===== config.mk =====
export PLATFORM = sky130hd
export DESIGN_NAME = imem_port_arbiter_flat
export DESIGN_NICKNAME = d
export VERILOG_FILES = /design/src/rtl/imem_port_arbiter_if.sv /design/src/rtl/imem_port_arbiter.sv /design/src/flat_wrapper.sv
export SDC_FILE = /design/constraint.sdc
export NUM_CORES = 1
export LEC_CHECK = 0
export BUFFER_PORTS_ARGS = -buffer_cell sky130_fd_sc_hd__buf_2
export CORE_AREA = 8 8 90 92
export DETAILED_ROUTE_END_ITERATION = 7
export DIE_AREA = 0 0 98 100
export HOLD_SLACK_MARGIN = 0.15
export PLACE_DENSITY = 0.72
export SETUP_SLACK_MARGIN = 0.4
export SLEW_MARGIN = 20
export SYNTH_ARGS = -nofsm -noshare
export SYNTH_HDL_FRONTEND = slang
export SYNTH_SLANG_ARGS = --single-unit
export TNS_END_PERCENT = 1

===== constraint.sdc =====
create_clock -name clk -period 3.1 [get_ports clk]
set_clock_uncertainty 0.05 [all_clocks]
set_input_delay 0.31 -clock clk [delete_from_list [all_inputs] [get_ports clk]]
set_output_delay 0.31 -clock clk [all_outputs]
set_load 0.01 [all_outputs]

===== src/rtl/imem_port_arbiter_if.sv =====
// Bundle of the fetch, data and memory-side signals around the shared instruction/data memory.
// The slave modport is the arbiter's view; master is the CPU/memory environment.
interface imem_port_arbiter_if #(
   parameter int unsigned IDX_W = 11
);
   logic             if_req;
   logic [31:0]      if_addr;
   logic             if_gnt;
   logic             if_rvalid;
   logic [31:0]      if_rdata;
   logic             if_flush;

   logic             dm_req;
   logic             dm_we;
   logic [31:0]      dm_addr;
   logic [31:0]      dm_wdata;
   logic             dm_gnt;
   logic             dm_rvalid;
   logic [31:0]      dm_rdata;
   logic             dm_err;

   logic             mem_en;
   logic             mem_we;
   logic [IDX_W-1:0] mem_addr;
   logic [31:0]      mem_wdata;
   logic [31:0]      mem_rdata;

   modport slave (
      input  if_req, if_addr, if_flush,
      input  dm_req, dm_we, dm_addr, dm_wdata,
      input  mem_rdata,
      output if_gnt, if_rvalid, if_rdata,
      output dm_gnt, dm_rvalid, dm_rdata, dm_err,
      output mem_en, mem_we, mem_addr, mem_wdata
   );

   modport master (
      output if_req, if_addr, if_flush,
      output dm_req, dm_we, dm_addr, dm_wdata,
      output mem_rdata,
      input  if_gnt, if_rvalid, if_rdata,
      input  dm_gnt, dm_rvalid, dm_rdata, dm_err,
      input  mem_en, mem_we, mem_addr, mem_wdata
   );
endinterface


===== src/rtl/imem_port_arbiter.sv =====
// Shares one single-port memory between fetch (IF) and data (DM) ports: data priority with a
// bounded-starvation override for fetch, and an in-order tag pipeline that routes read responses.
module imem_port_arbiter #(
   parameter int unsigned IDX_W      = 11,
   parameter int unsigned MEM_LAT    = 1,
   parameter int unsigned STARVE_MAX = 4
) (
   input logic                clk,
   input logic                rst_n,
   imem_port_arbiter_if.slave bus
);
   localparam int unsigned CNT_W = $clog2(STARVE_MAX + 1);

   typedef struct packed {
      logic valid;
      logic owner_dm;
      logic err;
   } tag_t;

   logic [CNT_W-1:0]         starve_cnt_q, starve_cnt_d;
   tag_t [MEM_LAT-1:0]       pipe_q, pipe_d;
   tag_t                     new_tag;
   tag_t                     last_tag;
   logic                     starved;
   logic                     if_gnt, dm_gnt;
   logic                     dm_legal;
   logic                     unused_if_bits;

   assign unused_if_bits = ^{bus.if_addr[31:IDX_W+2], bus.if_addr[1:0]};

   // Arbitration: DM wins unless fetch has been passed over STARVE_MAX times in a row.
   always_comb begin
      starved  = (starve_cnt_q == CNT_W'(STARVE_MAX));
      if_gnt   = bus.if_req && (!bus.dm_req || starved);
      dm_gnt   = bus.dm_req && !if_gnt;
      dm_legal = (bus.dm_addr[1:0] == 2'b00) && (bus.dm_addr[31:IDX_W+2] == '0);
   end

   always_comb begin
      starve_cnt_d = starve_cnt_q;
      if (!bus.if_req || if_gnt) begin
         starve_cnt_d = '0;
      end else if (dm_gnt && !starved) begin
         starve_cnt_d = starve_cnt_q + CNT_W'(1);
      end
   end

   assign bus.if_gnt    = if_gnt;
   assign bus.dm_gnt    = dm_gnt;
   assign bus.mem_en    = if_gnt || (dm_gnt && dm_legal);
   assign bus.mem_we    = dm_gnt && dm_legal && bus.dm_we;
   assign bus.mem_addr  = if_gnt ? bus.if_addr[IDX_W+1:2] : bus.dm_addr[IDX_W+1:2];
   assign bus.mem_wdata = bus.dm_wdata;

   // Legal DM writes produce no response; illegal accesses always answer with an error.
   always_comb begin
      new_tag.valid    = if_gnt || (dm_gnt && (!bus.dm_we || !dm_legal));
      new_tag.owner_dm = dm_gnt;
      new_tag.err      = dm_gnt && !dm_legal;
   end

   // The tag entering this cycle survives a flush; older fetch tags do not.
   always_comb begin
      pipe_d    = '0;
      pipe_d[0] = new_tag;
      for (int k = 1; k < int'(MEM_LAT); k++) begin
         pipe_d[k] = pipe_q[k-1];
         if (bus.if_flush && !pipe_q[k-1].owner_dm) begin
            pipe_d[k].valid = 1'b0;
         end
      end
   end

   always_ff @(posedge clk or negedge rst_n) begin
      if (!rst_n) begin
         starve_cnt_q <= '0;
         pipe_q       <= '0;
      end else begin
         starve_cnt_q <= starve_cnt_d;
         pipe_q       <= pipe_d;
      end
   end

   assign last_tag      = pipe_q[MEM_LAT-1];
   assign bus.if_rvalid = last_tag.valid && !last_tag.owner_dm && !bus.if_flush;
   assign bus.if_rdata  = bus.if_rvalid ? bus.mem_rdata : 32'h0;
   assign bus.dm_rvalid = last_tag.valid && last_tag.owner_dm;
   assign bus.dm_err    = bus.dm_rvalid && last_tag.err;
   assign bus.dm_rdata  = (bus.dm_rvalid && !last_tag.err) ? bus.mem_rdata : 32'h0;
endmodule


===== src/flat_wrapper.sv =====
// flat-port wrapper written by rule: the top's interface ports become plain ports
module imem_port_arbiter_flat 
#(
   parameter int unsigned IDX_W      = 11,
   parameter int unsigned MEM_LAT    = 1,
   parameter int unsigned STARVE_MAX = 4
)
  (clk, rst_n, bus_if_req, bus_if_addr, bus_if_flush, bus_dm_req, bus_dm_we, bus_dm_addr, bus_dm_wdata, bus_mem_rdata, bus_if_gnt, bus_if_rvalid, bus_if_rdata, bus_dm_gnt, bus_dm_rvalid, bus_dm_rdata, bus_dm_err, bus_mem_en, bus_mem_we, bus_mem_addr, bus_mem_wdata);
  imem_port_arbiter_if #(.IDX_W(IDX_W)) bus_i ();
  input logic clk;
  input logic rst_n;
  input wire logic [$bits(bus_i.if_req)-1:0] bus_if_req;
  input wire logic [$bits(bus_i.if_addr)-1:0] bus_if_addr;
  input wire logic [$bits(bus_i.if_flush)-1:0] bus_if_flush;
  input wire logic [$bits(bus_i.dm_req)-1:0] bus_dm_req;
  input wire logic [$bits(bus_i.dm_we)-1:0] bus_dm_we;
  input wire logic [$bits(bus_i.dm_addr)-1:0] bus_dm_addr;
  input wire logic [$bits(bus_i.dm_wdata)-1:0] bus_dm_wdata;
  input wire logic [$bits(bus_i.mem_rdata)-1:0] bus_mem_rdata;
  output wire logic [$bits(bus_i.if_gnt)-1:0] bus_if_gnt;
  output wire logic [$bits(bus_i.if_rvalid)-1:0] bus_if_rvalid;
  output wire logic [$bits(bus_i.if_rdata)-1:0] bus_if_rdata;
  output wire logic [$bits(bus_i.dm_gnt)-1:0] bus_dm_gnt;
  output wire logic [$bits(bus_i.dm_rvalid)-1:0] bus_dm_rvalid;
  output wire logic [$bits(bus_i.dm_rdata)-1:0] bus_dm_rdata;
  output wire logic [$bits(bus_i.dm_err)-1:0] bus_dm_err;
  output wire logic [$bits(bus_i.mem_en)-1:0] bus_mem_en;
  output wire logic [$bits(bus_i.mem_we)-1:0] bus_mem_we;
  output wire logic [$bits(bus_i.mem_addr)-1:0] bus_mem_addr;
  output wire logic [$bits(bus_i.mem_wdata)-1:0] bus_mem_wdata;
  assign bus_i.if_req = bus_if_req;
  assign bus_i.if_addr = bus_if_addr;
  assign bus_i.if_flush = bus_if_flush;
  assign bus_i.dm_req = bus_dm_req;
  assign bus_i.dm_we = bus_dm_we;
  assign bus_i.dm_addr = bus_dm_addr;
  assign bus_i.dm_wdata = bus_dm_wdata;
  assign bus_i.mem_rdata = bus_mem_rdata;
  assign bus_if_gnt = bus_i.if_gnt;
  assign bus_if_rvalid = bus_i.if_rvalid;
  assign bus_if_rdata = bus_i.if_rdata;
  assign bus_dm_gnt = bus_i.dm_gnt;
  assign bus_dm_rvalid = bus_i.dm_rvalid;
  assign bus_dm_rdata = bus_i.dm_rdata;
  assign bus_dm_err = bus_i.dm_err;
  assign bus_mem_en = bus_i.mem_en;
  assign bus_mem_we = bus_i.mem_we;
  assign bus_mem_addr = bus_i.mem_addr;
  assign bus_mem_wdata = bus_i.mem_wdata;
  imem_port_arbiter #(.IDX_W(IDX_W), .MEM_LAT(MEM_LAT), .STARVE_MAX(STARVE_MAX)) u_core (.clk(clk), .rst_n(rst_n), .bus(bus_i));
endmodule

Yosys cells after proc, flatten, opt, wreduce, memory -nomap -nowiden --
Cells that the tools add are included.
Cells by class: add/sub/neg operators 1, equal/unequal tests 1, muxes and demuxes 5, reduce and logical (&&, ||, !) cells 30
Operators with widths (number):
- 2-to-1 mux 32 bit | 2
- logical NOT 19 bit | 1
- logical AND 1 bit | 13
- 2-to-1 mux 11 bit | 1
- logical NOT 1 bit | 9
- 2-to-1 mux 3 bit | 2
- logical OR 1 bit | 5
- adder 3 x 1 -> 3 bit (second input constant) | 1
- == test 3 bit (second input constant) | 1
- logical NOT 2 bit | 1
- nonzero test 2 bit | 1
Storage, ports and cells: register bits 6, bits of input ports 134, output and inout port bits 114, logic and storage cells 41

Depth between registers and ports, before layout --
Gate-level depths: netlist of the first run.
depth after elaboration 8, mapped depth 7

Worst setup path after synthesis of the first run --
No wires, ideal clock.
kind register -> output, from reg u_core.starve_cnt_q[0], to out bus_mem_addr[5], arrival time 1.399 ns, data required time 2.740 ns, slack 1.341 ns, cell stages (with the launch flop) 8, buffers on the path 2, path through dfrtp_1 inv_1 ha_1 nand2_2 a21o_1 buf_6 buf_12 mux2_4
On the way: word-level cells in the longest chain between the ends 4
RTL lines:
- from (decl) | RTL line imem_port_arbiter.sv:20 | logic [CNT_W-1:0] starve_cnt_q, starve_cnt_d;
- from (signal assigned) | RTL line imem_port_arbiter.sv:79 | starve_cnt_q <= starve_cnt_d;
- == test 3 bit | RTL line imem_port_arbiter.sv:33 | starved = (starve_cnt_q == CNT_W'(STARVE_MAX));
- logical OR 1 bit | RTL line imem_port_arbiter.sv:34 | if_gnt = bus.if_req && (!bus.dm_req || starved);
- logical AND 1 bit | RTL line imem_port_arbiter.sv:34
- 2-to-1 mux 11 bit | RTL line imem_port_arbiter.sv:52 | assign bus.mem_addr = if_gnt ? bus.if_addr[IDX_W+1:2] : bus.dm_addr[IDX_W+1:2];
- to (decl) | RTL line flat_wrapper.sv:29 | output wire logic [$bits(bus_i.mem_addr)-1:0] bus_mem_addr;
Every way passes these cells.

Worst setup path in the final report of the first run --
from reg u_core.starve_cnt_q[0], to out bus_mem_addr[4]
Same word-level chain as after synthesis.

==> results_dict.tcl, run 1 <==
set metrics [dict create \
    via_count 1505 \
    htreeDepth 1 \
    synth_ff_type "dfrtp_1" \
    drc_errors 0 \
    fin_crit_sh 0.766 \
    core_um2 6640 \
    synth_area_um2 1220 \
    grt_pass1_vias 1683 \
    relSlewSlack 0.501 \
    nFillCells 727 \
    min_to "u_core.starve_cnt_q[2]" \
    yosysSeqAreaShare 0.123 \
    clockRootBuffer "clkbuf_8" \
    r2r_cells 5 \
    worst_setup_path_start_kind "register" \
    synthArstFlopShare 1.00 \
    synthMuxAreaShare 0.125 \
    worstHoldPathType "in2reg" \
    max_freq_mhz 421 \
    synth_top_area_cell "and2_1" \
    dieArea_um2 9800 \
    ios 248 \
    regArea_um2 150 \
    clkTransAtPathRegs_ns 0.04 \
    ant_nets 0 \
    routed_wirelength_um 5160 \
    utilization 0.285 \
    die_w_um 98 \
    postSynthCellCount 157 \
    timing.final.max_slew_violations 0 \
    min_path_cells 3 \
    criticalPathCategory "reg2out" \
    synth-simple-area-share 0.449 \
    first_iter_violations 13 \
    worst_setup_path_end_kind "primary output" \
    tns_ns 0 \
    multiInputGateArea_um2 762 \
    syn_area_per_cell_um2 7.78 \
    synthToLayoutAreaGrowth_pct 55.3 \
    setup_viol 0 \
    syn-num-nets 293 \
    numCtsBuffers 3 \
    initial_core_util 0.184 \
    r2r_start "u_core.starve_cnt_q[0]" \
    dpl.hpwl_um 4680 \
    rows 30 \
    grt_usage 0.0979 \
    grt_first_pass_wirelength_um 8090 \
    layout-drive-gt1-share 0.637 \
    synth_compound_area_frac 0.0297 \
    synth_common_cells "and2_1 (65), buf_4 (32), clkbuf_1 (6), dfrtp_1 (6), mux2_2 (6)" \
    ir_drop_mv 0.112 \
    hold_viol 0 \
    synth_edf_count 0 \
    path_max_fanout 16 \
    synth-xor-area-share 0 \
    synth_top_family_by_area "simple AND/OR/NAND/NOR gates" \
    reg2reg_slack_ns 1.43 \
    worst_pin_slew_ns 0.748 \
    grt_antenna_before_repair 0 \
    synthDistinctLibCells 30 \
    worstPathArrival_ns 2.01 \
    p_per_area_nw_per_um2 215 \
    layout_min_cycle_time_ns 2.37 \
    grt-ovfl-total 0 \
    clock_path_buffers 2 \
    dieHeight_um 100 \
    outcome "completed" \
    cts_tree "yes" \
    yosysTopAreaCellShare 0.333 \
    hp-start "bus_if_req" \
    post_cts_buffers 0 \
    clk_latency_ns 0.22 \
    maxCapViolCount 0 \
    wire_per_inst_um 14.2 \
    ys_ff_latch 6 \
    p_leak_nw 1.19 \
    cts.sinks 6 \
    cp.required_ns 2.74 \
    portBuffers 162 \
    gp_congestion 0.792 \
    grt_max_degree 34 \
    vias_per_cell 4.13 \
    yosysWarnings 0 \
    dr.pass1.iters 4 \
    reg2reg_to "u_core.last_tag[2]" \
    synth_fa_ha_area_frac 0.0205 \
    antennaDiodeCount 0 \
    ys_top_cells_by_area "and2_1 (33%), buf_4 (20%), dfrtp_1 (12%)" \
    rsz0062_at_grt "no" \
    fin_nets 422 \
    yosysMostFrequentCell "and2_1" \
]
[per-stage QoR]
| step | hold WS, ns | cells | total power (W) | cell area, µm² | worst slack, ns |
|---|---|---|---|---|---|
| final | 0.319 | 364 | 0.000408 | 1900 | 0.725 |
| after global routing | 0.348 | 364 | 0.000438 | 1900 | 0.575 |
| after CTS | 0.323 | 364 | 0.000414 | 1900 | 0.688 |
| after detailed placement | 0.0910 | 360 | 0.000296 | 1850 | 0.921 |
| after global placement | 0.0852 | 360 | 0.000292 | 1850 | 0.980 |
| after floorplan | -0.0356 | 157 | 0.000226 | 1220 | 1.34 |
[placed cells by master (no fill, tap or decap), types with 2 or more instances in the layout]
cell,count
and2_1,65
and3_1,2
ha_1,2
buf_2,162
dfrtp_1,6
nor4_1,4
nor3_1,2
mux2_4,5
nand2_1,2
mux2_2,6
clkbuf_8,3
inv_1,4
nor2_1,4
[metal layers]
layer | wire length [µm] | part of all wire | up-vias | track usage
met1 | 2050 | 0.40 | 616 | 0.103
li1 | - | - | 724 | -
met5 | 0 | 0 | - | 0
met3 | 943 | 0.18 | 4 | 0.0678
met4 | 36 | 0.0070 | 0 | 0.0204
met2 | 2130 | 0.41 | 161 | 0.158
[critical path, stage by stage, from the launching register on]
cell and delay, ns:
dfrtp_1 0.36, inv_1 0.05, ha_1 0.22, nand2_2 0.11, a21o_1 0.51, mux2_2 0.40, buf_2 0.14
[sequential cells by signal, indices dropped and copies added, names as in the netlist]
signal               cells
u_core.last_tag          3
u_core.starve_cnt_q      3
[how the worst max path moves through the flow]
| stage | from | endpoint | slack [ns] | cells past startpoint |
|---|---|---|---|---|
| 6_report | u_core.starve_cnt_q[0] | bus_mem_addr[4] | 0.73 | 6 |
| 5_1_grt | u_core.starve_cnt_q[0] | bus_mem_addr[4] | 0.58 | 6 |
| 4_1_cts | u_core.starve_cnt_q[0] | bus_mem_addr[10] | 0.69 | 6 |
| 3_5_place_dp | u_core.starve_cnt_q[0] | bus_mem_addr[4] | 0.92 | 6 |
| 3_3_place_gp | u_core.starve_cnt_q[0] | bus_mem_addr[10] | 0.98 | 6 |
| 2_1_floorplan | u_core.starve_cnt_q[0] | bus_mem_addr[5] | 1.34 | 7 |
[repair_timing]
action	in CTS	in global routing
gates resized for setup	0	0
hold endpoints to repair	6	0
hold buffers	1	0
endpoints found under the setup margin	0	0
[power by group]
group / switching, W / internal (W) / leakage (nW) / total (W)
sequential: 0.00000213 / 0.0000823 / 0.0757 / 0.0000845
clock: 0.0000321 / 0.0000833 / 0.0216 / 0.000115
combinational: 0.0000999 / 0.000108 / 1.09 / 0.000208
total: 0.000134 / 0.000274 / 1.19 / 0.000408
[cells by family (layout without fill, tap and decap cells)]
logic type	after synthesis	count (layout)
flip-flops	6	6
multiplexers	12	12
buffers and inverters	44	171
AND/OR/NAND/NOR	88	88
adder cells (fa/ha/maj)	2	2
AO/OA/AOI/OAI	5	5
[layout make-up]
type                    instances  share of cell area
repair buffers                164               0.437
multi-input cells             107               0.402
flip-flops and latches          6              0.0792
well taps                      80              0.0528
clock buffers                   3              0.0218
inverters                       4             0.00792
Note: power is estimated with default switching activity, not from simulation.
==> inputs of run 2 (changes only) <==
--- a/config.mk
+++ b/config.mk
@@ -6,11 +6,11 @@
 export NUM_CORES = 1
 export LEC_CHECK = 0
 export BUFFER_PORTS_ARGS = -buffer_cell sky130_fd_sc_hd__buf_2
-export CORE_AREA = 8 8 90 92
+export CORE_AREA = 8 8 89 91
 export DETAILED_ROUTE_END_ITERATION = 7
-export DIE_AREA = 0 0 98 100
+export DIE_AREA = 0 0 97 99
 export HOLD_SLACK_MARGIN = 0.15
-export PLACE_DENSITY = 0.72
+export PLACE_DENSITY = 0.76
 export SETUP_SLACK_MARGIN = 0.4
 export SLEW_MARGIN = 20
 export SYNTH_ARGS = -nofsm -noshare
==> constraint.sdc (replaced) <==
create_clock -name clk -period 1.94 [get_ports clk]
set_clock_uncertainty 0.05 [all_clocks]
set_input_delay 0.194 -clock clk [delete_from_list [all_inputs] [get_ports clk]]
set_output_delay 0.194 -clock clk [all_outputs]
set_load 0.01 [all_outputs]
==> results_dict.tcl, run 2 (synthesis gave the netlist of run 1 again) <==
set metrics [dict create \
    gp_congestion 0.773 \
    initial_core_util 0.186 \
    cp.required_ns 1.70 \
    path_max_fanout 16 \
    criticalPathCategory "reg2out" \
    cts.sinks 6 \
    wire_per_inst_um 16.1 \
    worstHoldPathType "in2reg" \
    layout_commonest_cell "buf_2" \
    numCtsBuffers 3 \
    tns_ns -0.00582 \
    drc_errors 0 \
    grt_first_pass_wirelength_um 8830 \
    hold_viol 0 \
    clock_path_buffers 2 \
    hp-start "bus_if_req" \
    p_per_area_nw_per_um2 322 \
    ir_drop_mv 0.201 \
    ios 248 \
    met3_length_um 939 \
    grt_usage 0.107 \
    setup_ws_ns -0.00582 \
    core_um2 6570 \
    die_w_um 97 \
    clkTransAtPathRegs_ns 0.03 \
    portBuffers 162 \
    dieArea_um2 9600 \
    dr_wl_met2_um 2560 \
    dieHeight_um 99 \
    max_freq_mhz 514 \
    clockRootBuffer "clkbuf_8" \
    grt_antenna_before_repair 0 \
    dr.pass1.iters 4 \
    fin_crit_sh 1.00 \
    dpl.hpwl_um 4630 \
    worst_setup_path_start_kind "register" \
    via_count 1588 \
    grt-ovfl-total 0 \
    rsz0062_at_grt "yes" \
    ant_nets 0 \
    maxCapViolCount 0 \
    synthToLayoutAreaGrowth_pct 104 \
    final_cell_mix "buf_2 (97), buf_6 (66), and2_4 (53)" \
    timing.final.max_slew_violations 0 \
    grt_max_degree 34 \
    grt_pass1_vias 1782 \
    r2r_start "u_core.starve_cnt_q[0]" \
    worst_pin_slew_ns 0.358 \
    htreeDepth 1 \
    fin_nets 425 \
    routed.top_layer "met4" \
    outcome "finished with violations" \
    met1_length_um 2400 \
    vias_per_cell 4.33 \
    p_leak_nw 1.36 \
    layout-drive-gt1-share 0.840 \
    crit_start "u_core.starve_cnt_q[0]" \
    rows 30 \
    worst_setup_path_end_kind "primary output" \
    cts_tree "yes" \
    relSlewSlack 0.761 \
    first_iter_violations 13 \
    layout_min_cycle_time_ns 1.95 \
    layout.cells.non_filler 367 \
    violations "setup timing" \
    dp.cells 361 \
    antennaDiodeCount 0 \
    routed_wirelength_um 5920 \
    clk_latency_ns 0.22 \
    setup_viol 1 \
    worstPathArrival_ns 1.70 \
]
-- run 2: cell types whose count changed in the layout (fill, tap and decap cells not counted), sizes merged --
cell,delta
buf,+3
-- run 2: final cells by class --
class	count	area, µm²
clock buffers	3	41.3
fillers	629	4080
inverters	4	15.0
multi-input cells	107	912
flip-flops and latches	6	150
well taps	80	100
repair buffers	167	1270
-- run 2: where the power goes --
part	internal [W]	switching (W)
Sequential	0.000132	0.00000344
Clock	0.000133	0.0000456
Combinational	0.000294	0.000196
-- run 2: critical path, stage by stage, from the launching register on --
cell and delay (ns):
dfrtp_1 0.37, inv_1 0.07, ha_2 0.18, nand2_2 0.07, a21o_1 0.21, buf_12 0.15, mux2_4 0.31, buf_6 0.12
-- run 2: worst paths after layout --
kind | slack, ns | cells past startpoint | to
hold reg to reg | 0.49 | 2 | u_core.starve_cnt_q[0]
max in group asynchronous | 1.42 | 2 | u_core.starve_cnt_q[1]
min in group asynchronous | 0.29 | 2 | u_core.last_tag[2]
hold / removal | 0.21 | 3 | u_core.starve_cnt_q[2]
setup / recovery | -0.006 | 7 | bus_mem_addr[7]
setup reg to reg | 0.50 | 6 | u_core.last_tag[1]
-- run 2: layer usage --
metal	global-route usage	vias to the layer above
met5	0	-
met2	0.166	163
met1	0.116	693
li1	-	730
met4	0.0142	0
met3	0.0826	2
-- run 2: repair_timing --
action,in CTS,in global routing
setup endpoints to repair,79,79
buffers inserted,1,1
endpoints found under the hold margin,6,0
pin swaps,65,70
resized for setup,53,75
hold buffers,1,0
-- run 2: stage by stage --
stage	utilization	instance area [µm²]	power (W)	hold WS [ns]	setup slack, ns
after global placement	0.284	1870	0.000469	-0.0318	0.255
after floorplan	-	1220	0.000362	-0.152	0.327
after CTS	0.330	2170	0.000731	0.213	0.00305
final	0.379	2490	0.000803	0.213	-0.00582
after global routing	0.379	2490	0.000855	0.238	-0.0839
after detailed placement	0.284	1870	0.000477	-0.0285	0.209
==> inputs of run 3 (changes only) <==
--- a/config.mk
+++ b/config.mk
@@ -6,11 +6,11 @@
 export NUM_CORES = 1
 export LEC_CHECK = 0
 export BUFFER_PORTS_ARGS = -buffer_cell sky130_fd_sc_hd__buf_2
-export CORE_AREA = 8 8 89 91
+export CORE_AREA = 8 8 90 92
 export DETAILED_ROUTE_END_ITERATION = 7
-export DIE_AREA = 0 0 97 99
+export DIE_AREA = 0 0 98 100
 export HOLD_SLACK_MARGIN = 0.15
-export PLACE_DENSITY = 0.76
+export PLACE_DENSITY = 0.72
 export SETUP_SLACK_MARGIN = 0.4
 export SLEW_MARGIN = 20
 export SYNTH_ARGS = -nofsm -noshare
==> constraint.sdc (replaced) <==
create_clock -name clk -period 2.4 [get_ports clk]
set_clock_uncertainty 0.05 [all_clocks]
set_input_delay 0.24 -clock clk [delete_from_list [all_inputs] [get_ports clk]]
set_output_delay 0.24 -clock clk [all_outputs]
set_load 0.01 [all_outputs]
==> results_dict.tcl, run 3 (synthesis gave the netlist of run 1 again) <==
set metrics [dict create \
    r2r_cells 7 \
    place_worst_setup_slack_ns 0.515 \
    grt_first_pass_wirelength_um 8050 \
    switching_share 0.324 \
    path_max_fanout 7 \
    worstPathArrival_ns 1.70 \
    final_cell_mix "buf_2 (158), and2_1 (65), mux2_2 (6), dfrtp_1 (6), mux2_4 (5)" \
    r2r_start "u_core.starve_cnt_q[1]" \
    ios 248 \
    grt_usage 0.0983 \
    rsz0062_at_grt "yes" \
    layout_commonest_cell "buf_2" \
    wire_per_inst_um 14.5 \
    ant_nets 0 \
    min_to "u_core.starve_cnt_q[2]" \
    worst_setup_path_end_kind "primary output" \
    criticalPathCategory "reg2out" \
    p_clk_frac 0.268 \
    ir_drop_mv 0.158 \
    via_count 1544 \
    dieHeight_um 100 \
    grt_max_degree 34 \
    fin_crit_sh 0.827 \
    vias_per_cell 4.18 \
    switching_power_w 0.000178 \
    dieArea_um2 9800 \
    clkTransAtPathRegs_ns 0.04 \
    layout-drive-gt1-share 0.661 \
    first_iter_violations 15 \
    fin_nets 427 \
    clk_latency_ns 0.22 \
    relSlewSlack 0.695 \
    clock_path_buffers 2 \
    antennaDiodeCount 0 \
    p_leak_nw 1.24 \
    reg2reg_slack_ns 0.93 \
    grt_antenna_before_repair 0 \
    outcome "completed" \
    dpl_cell_area_um2 1850 \
    timing.final.max_slew_violations 0 \
    layout_min_cycle_time_ns 1.99 \
    worst_pin_slew_ns 0.453 \
    cp.required_ns 2.11 \
    hold_viol 0 \
    dr.pass1.iters 4 \
    setup_viol 0 \
    portBuffers 162 \
    routed_wirelength_um 5340 \
    synthToLayoutAreaGrowth_pct 64.9 \
    regArea_um2 150 \
    core_um2 6640 \
    hp-start "bus_if_req" \
    htreeDepth 1 \
    worstHoldPathType "in2reg" \
    maxCapViolCount 0 \
    nFillCells 704 \
    clockRootBuffer "clkbuf_8" \
    dpl.hpwl_um 4700 \
    multiInputGateArea_um2 788 \
    cts_tree "yes" \
    grt_pass1_vias 1663 \
    worst_setup_path_start_kind "register" \
    tns_ns 0 \
    die_w_um 98 \
    gp_congestion 0.792 \
    rows 30 \
    pwr-share-seq 0.199 \
    grt-ovfl-total 0 \
    cts.sinks 6 \
    post-route-cell-area_um2 2010 \
    total_power_w 0.000549 \
    p_per_area_nw_per_um2 273 \
    setup_ws_ns 0.414 \
    numCtsBuffers 3 \
    drc_errors 0 \
    utilization 0.303 \
    pwr-share-comb 0.533 \
    cell_internal_pwr_w 0.000371 \
    min_path_cells 3 \
    max_freq_mhz 504 \
    initial_core_util 0.184 \
    reg2reg_to "u_core.last_tag[0]" \
]
run 3: changes by cell type in the layout (fill, tap and decap cells not counted), sizes merged:
| cell | previous run | this run |
|---|---|---|
| buf | 166 | 168 |
run 3: how the worst max path moves through the flow:
stage                             to                    from
floorplan            bus_mem_addr[5]  u_core.starve_cnt_q[0]
global placement    bus_mem_addr[10]  u_core.starve_cnt_q[0]
detailed placement   bus_mem_addr[4]  u_core.starve_cnt_q[0]
CTS                  bus_mem_addr[9]  u_core.starve_cnt_q[1]
global route         bus_mem_addr[9]  u_core.starve_cnt_q[1]
finish               bus_mem_addr[9]  u_core.starve_cnt_q[1]
run 3: worst max-delay path, cell delays in order (launching register included):
cell and delay [ns]:
dfrtp_1 0.39, inv_2 0.07, ha_4 0.14, nand2_4 0.05, a21o_4 0.25, buf_8 0.14
mux2_4 0.30, buf_6 0.12
run 3: routing by layer:
layer  global-route usage  share of wire
met2                0.164           0.43
met4               0.0204         0.0077
met3               0.0685           0.18
met5                    0              0
met1               0.0986           0.39
run 3: power groups by stage:
| stage | Clock, W | Combinational (W) | Sequential (W) |
|---|---|---|---|
| 3_5_place_dp | 0 | 0.000272 | 0.000111 |
| 5_1_grt | 0.000162 | 0.000321 | 0.000110 |
| 4_1_cts | 0.000155 | 0.000287 | 0.000109 |
| 3_3_place_gp | 0 | 0.000267 | 0.000110 |
| 6_report | 0.000147 | 0.000292 | 0.000109 |
| 2_1_floorplan | 0 | 0.000182 | 0.000110 |
run 3: final cells by class:
class                   count  share of cell area
multi-input cells         107               0.392
clock buffers               3              0.0205
repair buffers            169               0.456
well taps                  80              0.0497
flip-flops and latches      6              0.0746
inverters                   4             0.00746
run 3: through the flow:
| stage | cells | hold WS, ns |
|---|---|---|
| floorplan | 157 | -0.106 |
| global placement | 361 | 0.0154 |
| detailed placement | 361 | 0.0216 |
| CTS | 368 | 0.257 |
| global route | 369 | 0.263 |
| finish | 369 | 0.259 |
run 3: timing repair:
action,CTS,global route
hold buffers,1,0
setup buffers,2,1
resized for setup,7,10
cloned,1,0
pin swaps,1,2
endpoints found under the hold margin,6,0
setup endpoints to repair,43,13
